==> src/rtl/ice51_pkg.sv <==
// Shared definitions for the ice51 boot path: UART timing, code-memory size
// and the receive/load FSM state encoding.
package ice51_pkg;

  localparam int UART_CLKS_PER_BIT = 104;  // 12 MHz / 115200 baud
  localparam int CODE_MEM_SIZE     = 512;

  // state      | meaning
  // ST_IDLE    | line idle, waiting for a falling edge
  // ST_START   | timing to mid start bit to reject glitches
  // ST_DATA    | sampling 8 data bits mid-bit, LSB first
  // ST_STOP    | sampling the stop bit
  // ST_WAIT_HI | after a framing error, wait for the line to return high
  // ST_DONE    | image complete, line activity ignored
  typedef enum logic [2:0] {
    ST_IDLE    = 3'd0,
    ST_START   = 3'd1,
    ST_DATA    = 3'd2,
    ST_STOP    = 3'd3,
    ST_WAIT_HI = 3'd4,
    ST_DONE    = 3'd5
  } state_t;

endpackage

==> src/rtl/ice51_uart_rx.sv <==
// 8N1 UART receiver: two-flop input synchroniser plus the frame FSM.
// Emits a one-cycle byte-valid pulse or a one-cycle frame-error pulse.
//
// state      | meaning
// ST_IDLE    | waiting for rxs to go low
// ST_START   | half a bit in; high again means a false start
// ST_DATA    | one sample every bit period, LSB first
// ST_STOP    | stop bit sample decides valid vs framing error
// ST_WAIT_HI | hold off until the line is released (break protection)
module ice51_uart_rx
  import ice51_pkg::*;
#(
  parameter int CLKS_PER_BIT = UART_CLKS_PER_BIT
) (
  input  logic       i_clk,
  input  logic       i_nrst,
  input  logic       i_uart_rx,
  output logic       o_valid,
  output logic [7:0] o_data,
  output logic       o_frame_err
);

  localparam int TW = $clog2(CLKS_PER_BIT);
  localparam logic [TW-1:0] T_HALF = TW'(CLKS_PER_BIT / 2 - 1);
  localparam logic [TW-1:0] T_FULL = TW'(CLKS_PER_BIT - 1);

  logic          r_rx_meta;
  logic          r_rxs;
  state_t        r_state;
  logic [TW-1:0] r_timer;
  logic [2:0]    r_bit_idx;
  logic [7:0]    r_shift;
  logic          r_valid;
  logic          r_frame_err;

  // Synchronise the asynchronous line; reset to idle-high so no false start.
  always_ff @(posedge i_clk) begin
    if (!i_nrst) begin
      r_rx_meta <= 1'b1;
      r_rxs     <= 1'b1;
    end else begin
      r_rx_meta <= i_uart_rx;
      r_rxs     <= r_rx_meta;
    end
  end

  // Frame FSM with an up-counting bit timer.
  always_ff @(posedge i_clk) begin
    if (!i_nrst) begin
      r_state     <= ST_IDLE;
      r_timer     <= '0;
      r_bit_idx   <= '0;
      r_shift     <= '0;
      r_valid     <= 1'b0;
      r_frame_err <= 1'b0;
    end else begin
      r_valid     <= 1'b0;
      r_frame_err <= 1'b0;
      case (r_state)
        ST_IDLE: begin
          r_timer   <= '0;
          r_bit_idx <= '0;
          if (!r_rxs) r_state <= ST_START;
        end
        ST_START: begin
          if (r_timer == T_HALF) begin
            r_timer <= '0;
            r_state <= r_rxs ? ST_IDLE : ST_DATA;
          end else begin
            r_timer <= r_timer + TW'(1);
          end
        end
        ST_DATA: begin
          if (r_timer == T_FULL) begin
            r_timer   <= '0;
            r_shift   <= {r_rxs, r_shift[7:1]};
            r_bit_idx <= r_bit_idx + 3'd1;
            if (r_bit_idx == 3'd7) r_state <= ST_STOP;
          end else begin
            r_timer <= r_timer + TW'(1);
          end
        end
        ST_STOP: begin
          if (r_timer == T_FULL) begin
            r_timer <= '0;
            if (r_rxs) begin
              r_valid <= 1'b1;
              r_state <= ST_IDLE;
            end else begin
              r_frame_err <= 1'b1;
              r_state     <= ST_WAIT_HI;
            end
          end else begin
            r_timer <= r_timer + TW'(1);
          end
        end
        ST_WAIT_HI: begin
          if (r_rxs) r_state <= ST_IDLE;
        end
        default: r_state <= ST_IDLE;
      endcase
    end
  end

  assign o_valid     = r_valid;
  assign o_data      = r_shift;
  assign o_frame_err = r_frame_err;

endmodule

==> src/rtl/ice51_uart_loader.sv <==
// Boot loader: streams received UART bytes into code memory from address 0,
// then raises a sticky boot-done that releases the core. PRELOAD bypasses
// loading entirely.
module ice51_uart_loader
  import ice51_pkg::*;
#(
  parameter int CLKS_PER_BIT = UART_CLKS_PER_BIT,
  parameter int MEM_SIZE     = CODE_MEM_SIZE,
  parameter int ADDR_W       = 9,
  parameter int PRELOAD      = 0
) (
  input  logic              i_clk,
  input  logic              i_nrst,
  input  logic              i_uart_rx,
  output logic              o_mem_we,
  output logic [ADDR_W-1:0] o_mem_addr,
  output logic [7:0]        o_mem_data,
  output logic              o_boot_done,
  output logic              o_frame_err
);

  localparam int CW = ADDR_W + 1;
  // Count value once the last byte has been written; CW bits avoid wrap.
  localparam logic [CW-1:0] CNT_FULL = CW'(MEM_SIZE);

  logic              w_rx_valid;
  logic [7:0]        w_rx_data;
  logic              w_rx_frame_err;

  logic [CW-1:0]     r_count;
  logic              r_mem_we;
  logic [ADDR_W-1:0] r_mem_addr;
  logic [7:0]        r_mem_data;
  logic              r_done;
  logic              r_frame_err;

  ice51_uart_rx #(
    .CLKS_PER_BIT (CLKS_PER_BIT)
  ) u_rx (
    .i_clk       (i_clk),
    .i_nrst      (i_nrst),
    .i_uart_rx   (i_uart_rx),
    .o_valid     (w_rx_valid),
    .o_data      (w_rx_data),
    .o_frame_err (w_rx_frame_err)
  );

  // Write sequencing; done follows the final strobe by one cycle and is sticky.
  always_ff @(posedge i_clk) begin
    if (!i_nrst) begin
      r_count     <= '0;
      r_mem_we    <= 1'b0;
      r_mem_addr  <= '0;
      r_mem_data  <= '0;
      r_done      <= 1'b0;
      r_frame_err <= 1'b0;
    end else begin
      r_mem_we    <= 1'b0;
      r_frame_err <= 1'b0;
      if (PRELOAD != 0) begin
        r_done <= 1'b1;
      end else if (!r_done) begin
        if (r_mem_we && r_count == CNT_FULL) begin
          r_done <= 1'b1;
        end else if (w_rx_valid) begin
          r_mem_we   <= 1'b1;
          r_mem_addr <= r_count[ADDR_W-1:0];
          r_mem_data <= w_rx_data;
          r_count    <= r_count + CW'(1);
        end else if (w_rx_frame_err) begin
          r_frame_err <= 1'b1;
        end
      end
    end
  end

  assign o_mem_we    = r_mem_we;
  assign o_mem_addr  = r_mem_addr;
  assign o_mem_data  = r_mem_data;
  assign o_boot_done = r_done;
  assign o_frame_err = r_frame_err;

endmodule

==> config.mk <==
export PLATFORM = sky130hd
export DESIGN_NAME = ice51_uart_loader
export DESIGN_NICKNAME = d
export VERILOG_FILES = /design/src/rtl/ice51_pkg.sv /design/src/rtl/ice51_uart_rx.sv /design/src/rtl/ice51_uart_loader.sv
export SDC_FILE = /design/constraint.sdc
export NUM_CORES = 1
export LEC_CHECK = 0
export BUFFER_PORTS_ARGS = -buffer_cell sky130_fd_sc_hd__buf_2
export CAP_MARGIN = 20
export CORE_MARGIN = 2
export CORE_UTILIZATION = 50
export CTS_CLUSTER_DIAMETER = 50
export DETAILED_ROUTE_END_ITERATION = 16
export GPL_TIMING_DRIVEN = 1
export PLACE_DENSITY = 0.69
export SYNTH_ARGS = -nofsm -noshare
export SYNTH_HDL_FRONTEND = slang
export SYNTH_SLANG_ARGS = --single-unit
==> constraint.sdc <==
create_clock -name i_clk -period 2 [get_ports i_clk]
set_clock_uncertainty 0.15 [all_clocks]
set_input_delay 0.3 -clock i_clk [delete_from_list [all_inputs] [get_ports i_clk]]
set_output_delay 0.3 -clock i_clk [all_outputs]
set_load 0.02 [all_outputs]
== After elaboration in Yosys (flattened, before gate mapping) ==
Cells that the tools add are included.
Cells by class
  $add $sub $neg: 3
  multipliers: 0
  divide/modulo/power cells: 0
  order comparisons: 0
  eq/ne operators: 14
  shifts and indexed selects: 0
  muxes and demuxes: 20
  bitwise logic cells: 3
  reduce and logical (&&, ||, !) cells: 12
Operator list (count)
  3-bit 2-to-1 mux: 8
  7-bit one-hot mux with 3 select lines: 1
  3-bit one-hot mux with 5 select lines: 1
  7-bit 2-to-1 mux: 2
  10-bit by 1-bit adder with 10-bit output, second input constant: 1
  10-bit equality test, second input constant: 1
  2-bit by 1-bit != test with 1-bit output, second input constant: 5
  7-bit by 1-bit adder with 7-bit output, second input constant: 1
  7-bit by 6-bit equality test with 1-bit output, second input constant: 1
  7-bit equality test, second input constant: 1
  3-bit by 2-bit equality test with 1-bit output, second input constant: 2
  3-bit equality test, second input constant: 2
  1-bit 2-to-1 mux: 6
  3-bit one-hot mux with 2 select lines: 1
  3-bit AND reduction: 2
  6-bit AND reduction: 1
  2-bit AND reduction: 2
  4-bit OR reduction: 1
  3-bit by 1-bit adder with 3-bit output, second input constant: 1
  3-bit by 1-bit equality test with 1-bit output, second input constant: 1
  3-bit zero test: 1
  1-bit inverter: 3
  3-bit nonzero test: 1
  3-bit OR reduction: 1
  other kinds (5): 5
Storage, ports and cells
  register bits: 55
  bits in latches: 0
  bits in writable memories: 0
  ROM bits: 0
  output and inout port bits: 20
  word-level logic and storage cells: 66
  memories: 0

== Longest topological paths before layout ==
  depth after elaboration: 4
  mapped depth: 6

== Cells and area by module ==
Synthesis repeated with hierarchy kept, for this count alone.
Unflattened totals
  cell total of the unflattened synthesis: 274
  area total of the unflattened synthesis: 2449.8 µm²
Modules (own cells, without submodules)
  ice51_uart_loader: times used 1, cells an instance 143, area each 1283.7 µm²
  ice51_uart_rx: times used 1, cells an instance 131, area each 1166.1 µm²

== Worst setup path before layout ==
OpenSTA, ideal clock, no wires.
  path type: register to register
  start point: register u_rx.r_timer[0]
  end point: register u_rx.r_shift[0] (netlist: u_rx.o_data[0])
  setup time: 0.128 ns
  arrival: 1.368 ns
  data required time: 1.722 ns
  path slack: 0.354 ns
  cell stages (with the launch flop): 7
  path buffers: 1
  cell sequence: dfxtp_1 ha_1 and2_1 buf_2 nand4_2 mux2i_1 nor2_1
Between the ends
  word-level cells in the longest chain between the ends: 2
Ends and longest elaborated chain
  start, declared: RTL line ice51_uart_rx.sv:30  | logic [TW-1:0] r_timer;
  start signal, assigned: RTL line ice51_uart_rx.sv:70  | r_timer <= r_timer + TW'(1);
  start signal, assigned: RTL line ice51_uart_rx.sv:80  | r_timer <= r_timer + TW'(1);
  start signal, assigned: RTL line ice51_uart_rx.sv:94  | r_timer <= r_timer + TW'(1);
  7-bit equality test: RTL line ice51_uart_rx.sv:74  | if (r_timer == T_FULL) begin
  2-bit AND reduction (no line)
  end signal, assigned: RTL line ice51_uart_rx.sv:76  | r_shift <= {r_rxs, r_shift[7:1]};
  end, declared: RTL line ice51_uart_rx.sv:32  | logic [7:0] r_shift;
No other way between the ends.
A chain may end at the register's enable or synchronous reset.

== Worst setup path in the final report ==
  start point: register u_rx.r_timer[0]
  end point: register u_rx.r_shift[6] (netlist: u_rx.o_data[6])
Same word-level chain as after synthesis.

==> summary.md <==
| Metric | Value |
|---|---|
| Post-synth EDFFs | `0` |
| Hold_ws | `0.02581 ns` |
| FF-to-FF setup slack | `around 0.15 ns` |
| # DRC | `0` |
| Pre-CTS WS | `0.1738 ns` |
| Met2 Use GR | `24.95%` |
| Die Span Y | `about 73 um` |
| Port Buffer Count | `22` |
| Area Growth Syn to Fin | `11.41%` |
| Synthesized area per cell | `9.587 um2` |
| Clock Path Buffers | `2` |
| Ys Warns | `0` |
| Largest driver fanout on the critical path | `8` |
| Postcts setup bufs | `0` |
| Die area | `roughly 5300 um2` |
| Multiplexer share of the synthesized area | `between 10% and 20%` |
| Initial DRC Count | `~120` |
| Reg2reg end | `u_rx.o_data[6]$_SDFFE_PN0P_` |
| Hold_sp | `i_uart_rx` |
| Placed Cells | `around 310` |
| Power Total | `~1.9 mW` |
| Initial antenna violation count | `0` |
| TritonCTS clock tree | `built` |
| Power Density | `705.4 nW/um2` |
| CTS H-tree lvls | `2` |
| Largest net degree at the start of global routing | `31` |
| Slew margin rel. | `roughly 64%` |
| P_leak | `around 1.1 nW` |
| Post-CTS resize count | `0` |
| Post-synth cell types | `52` |
| Mapped Area | `roughly 2400 um2` |
| Worst Reg2Reg Path Length in Cells | `5` |
| N_diodes | `0` |
| Worst-Skew Late Latency | `about 0.30 ns` |
| Num ports | `23` |
| Clock sink count | `between 50 and 60` |
| CTS Buf Count | `5` |
| Final Hold Fails | `0` |
| Root Buffer | `clkbuf_8` |
| Fin nets | `~280` |
| Share of layout cells above drive strength 1 | `17.10%` |
| Routed vias/inst | `5.505` |
| Post-DP HPWL | `roughly 3000 um` |
| R2R Path Start | `u_rx.r_timer[0]$_SDFFE_PN0P_` |
| Vias in the first global route | `about 1,600` |
| Setup WS post-layout | `0.1536 ns` |
| Simple-Gate Fraction of Synth Area | `~22%` |
| Vias | `around 1,800` |
| Global-route wire length before repair | `7155 um` |
| Xor/xnor cell area share of the yosys netlist | `1.857%` |
| Hold WC Path Type | `in -> reg` |
| Slew @ Worst Pin | `around 0.54 ns` |
| Setup CP Type | `reg -> reg` |
| Final Cell Area | `around 2600 um2` |
| Total Negative Setup Slacks | `0 ns` |
| Worst ir drop on vdd | `~470 uV` |
| Fin. max-slew vios | `0` |
| Initial Util | `a little over half` |
| DR WL/cell | `about 13 um` |
| Async set-or-reset flop fraction in the synthesized netlist | `0%` |
| Core Region | `roughly 4400 um2` |
| Sequential area share after synthesis | `between 40% and 50%` |
| Met1 Resource Use GR | `roughly a quarter` |
| Final weighted congestion in routability-driven placement | `between 0.8 and 0.9` |
| Cells after Synth | `~250` |
| Final Critical Period | `1.846 ns` |
| Top_reg_cell synth | `dfxtp_1` |
| Core utilization of the finished layout | `between 50% and 60%` |
| Total iterations of the first detailed-routing run | `4` |
| Final Routed Wirelength | `4242 um` |
| Placed cell area | `about 2500 um2` |
| Yosys reg bits | `55` |
| Total gr overflow | `0` |
| CP startpoint | `u_rx.r_timer[0]$_SDFFE_PN0P_` |
| M3 GR Usage | `roughly 4.1%` |
| Status | `finished, final reports clean` |
| Critical Path End Type | `register` |
| Cts-stage hold buffer count | `0` |
| Worst Setup Start Kind | `register` |
| Synth Area in Compound Gates | `11.88%` |
| Grt peak-use layer | `met2` |
| Fmax | `between 500 and 600 MHz` |
| Total GRT Usage | `~17%` |
| Worst Hold End | `u_rx.r_rx_meta$_SDFF_PN1_` |
| Hold Crit Depth | `2` |
| Row cnt | `24` |
| CP Data Required Time | `just over 2 ns` |
| Die Width | `~73 um` |
| Layout Cells excl Fill | `321` |
| Post-Synth Adder-Cell Area | `about 2.7%` |
| Syn nets | `254` |
| Crit path DAT | `about 1.9 ns` |
| Main combinational cell family by area after synthesis | `simple AND/OR/NAND/NOR gates` |
| RSZ-0062 raised after global routing | `false` |
| MaxCap Viol Count | `0` |
| Reg clk slew, reported paths | `about 0.1 ns` |
| Post-DRT Antenna Nets | `0` |
| Final worst-path cycle share | `92.32%` |
| Final setup viols | `0` |
==> report_power, final <==
| part | switching (mW) | internal (mW) |
|---|---|---|
| Clock | 0.338 | 0.367 |
| Combinational | 0.0329 | 0.0131 |
| Sequential | 0.00405 | 1.10 |
| Total | 0.375 | 1.48 |
==> how the worst max path moves through the flow <==
stage	end	slack, ns	cells past startpoint
finish	u_rx.o_data[6]$_SDFFE_PN0P_	0.15	5
global placement	u_rx.o_data[7]$_SDFFE_PN0P_	0.23	5
detailed placement	u_rx.o_data[6]$_SDFFE_PN0P_	0.17	5
global route	u_rx.o_data[3]$_SDFFE_PN0P_	0.03	5
CTS	u_rx.o_data[6]$_SDFFE_PN0P_	0.15	5
floorplan	u_rx.o_data[0]$_SDFFE_PN0P_	0.35	6
==> cell type report <==
type,instances,area [um2]
clock buffers,6,72.57
well taps,52,65.06
repair buffers,28,167.7
inverters,6,22.52
clock inverters,1,30.03
multi-input cells,173,1169
flip-flops and latches,55,1101
fillers,407,1817
==> flip-flops by register name (all words and copies together) (netlist names), 3 cells and up <==
signal and cells:
r_count 10, o_mem_addr 9, o_mem_data 8, u_rx.o_data 8
u_rx.r_timer 7, u_rx.r_bit_idx 3, u_rx.r_state 3
==> synthesized netlist by cell type, drive strengths merged (4+ instances only) <==
cell | n | area (um2)
a21oi | 13 | 76.33
inv | 6 | 22.52
buf | 9 | 55.05
o21ai | 8 | 40.03
nand3 | 4 | 20.02
dfxtp | 55 | 1101
nand2b | 7 | 43.79
nand2 | 13 | 48.80
nor3 | 5 | 25.02
nor2 | 39 | 148.9
and2 | 4 | 25.02
mux2i | 26 | 260.3
ha | 5 | 62.56
nand4 | 7 | 50.05
==> kinds of logic (layout without fill, tap and decap cells) <==
kind of cell | Yosys count | count (layout)
simple gates | 98 | 98
flops | 55 | 55
compound gates | 39 | 39
mux | 26 | 26
buf+inv | 18 | 41
fa+ha+maj | 5 | 5
xor+xnor | 5 | 5
==> critical path: stages, from the launching register on <==
cell	delay, ns
dfxtp_1	0.41
ha_1	0.24
and2_1	0.27
nand4_2	0.35
mux2i_1	0.26
nor2_1	0.06
==> cell usage in the layout, fill, tap and decap left out, types with 6 or more instances in the layout <==
master	n
nand4_1	6
a21oi_1	12
buf_2	22
nor2_1	38
nand2b_1	7
dfxtp_1	55
o21ai_0	7
nand2_1	13
mux2i_1	26
==> per-layer routing <==
layer  up-vias  share of wire [%]
li1        914                  -
met1       809                 50
met2        35                 44
met3         9                4.1
met4         0                1.8
met5         -                  0
Power figures use the tool's default switching activity.
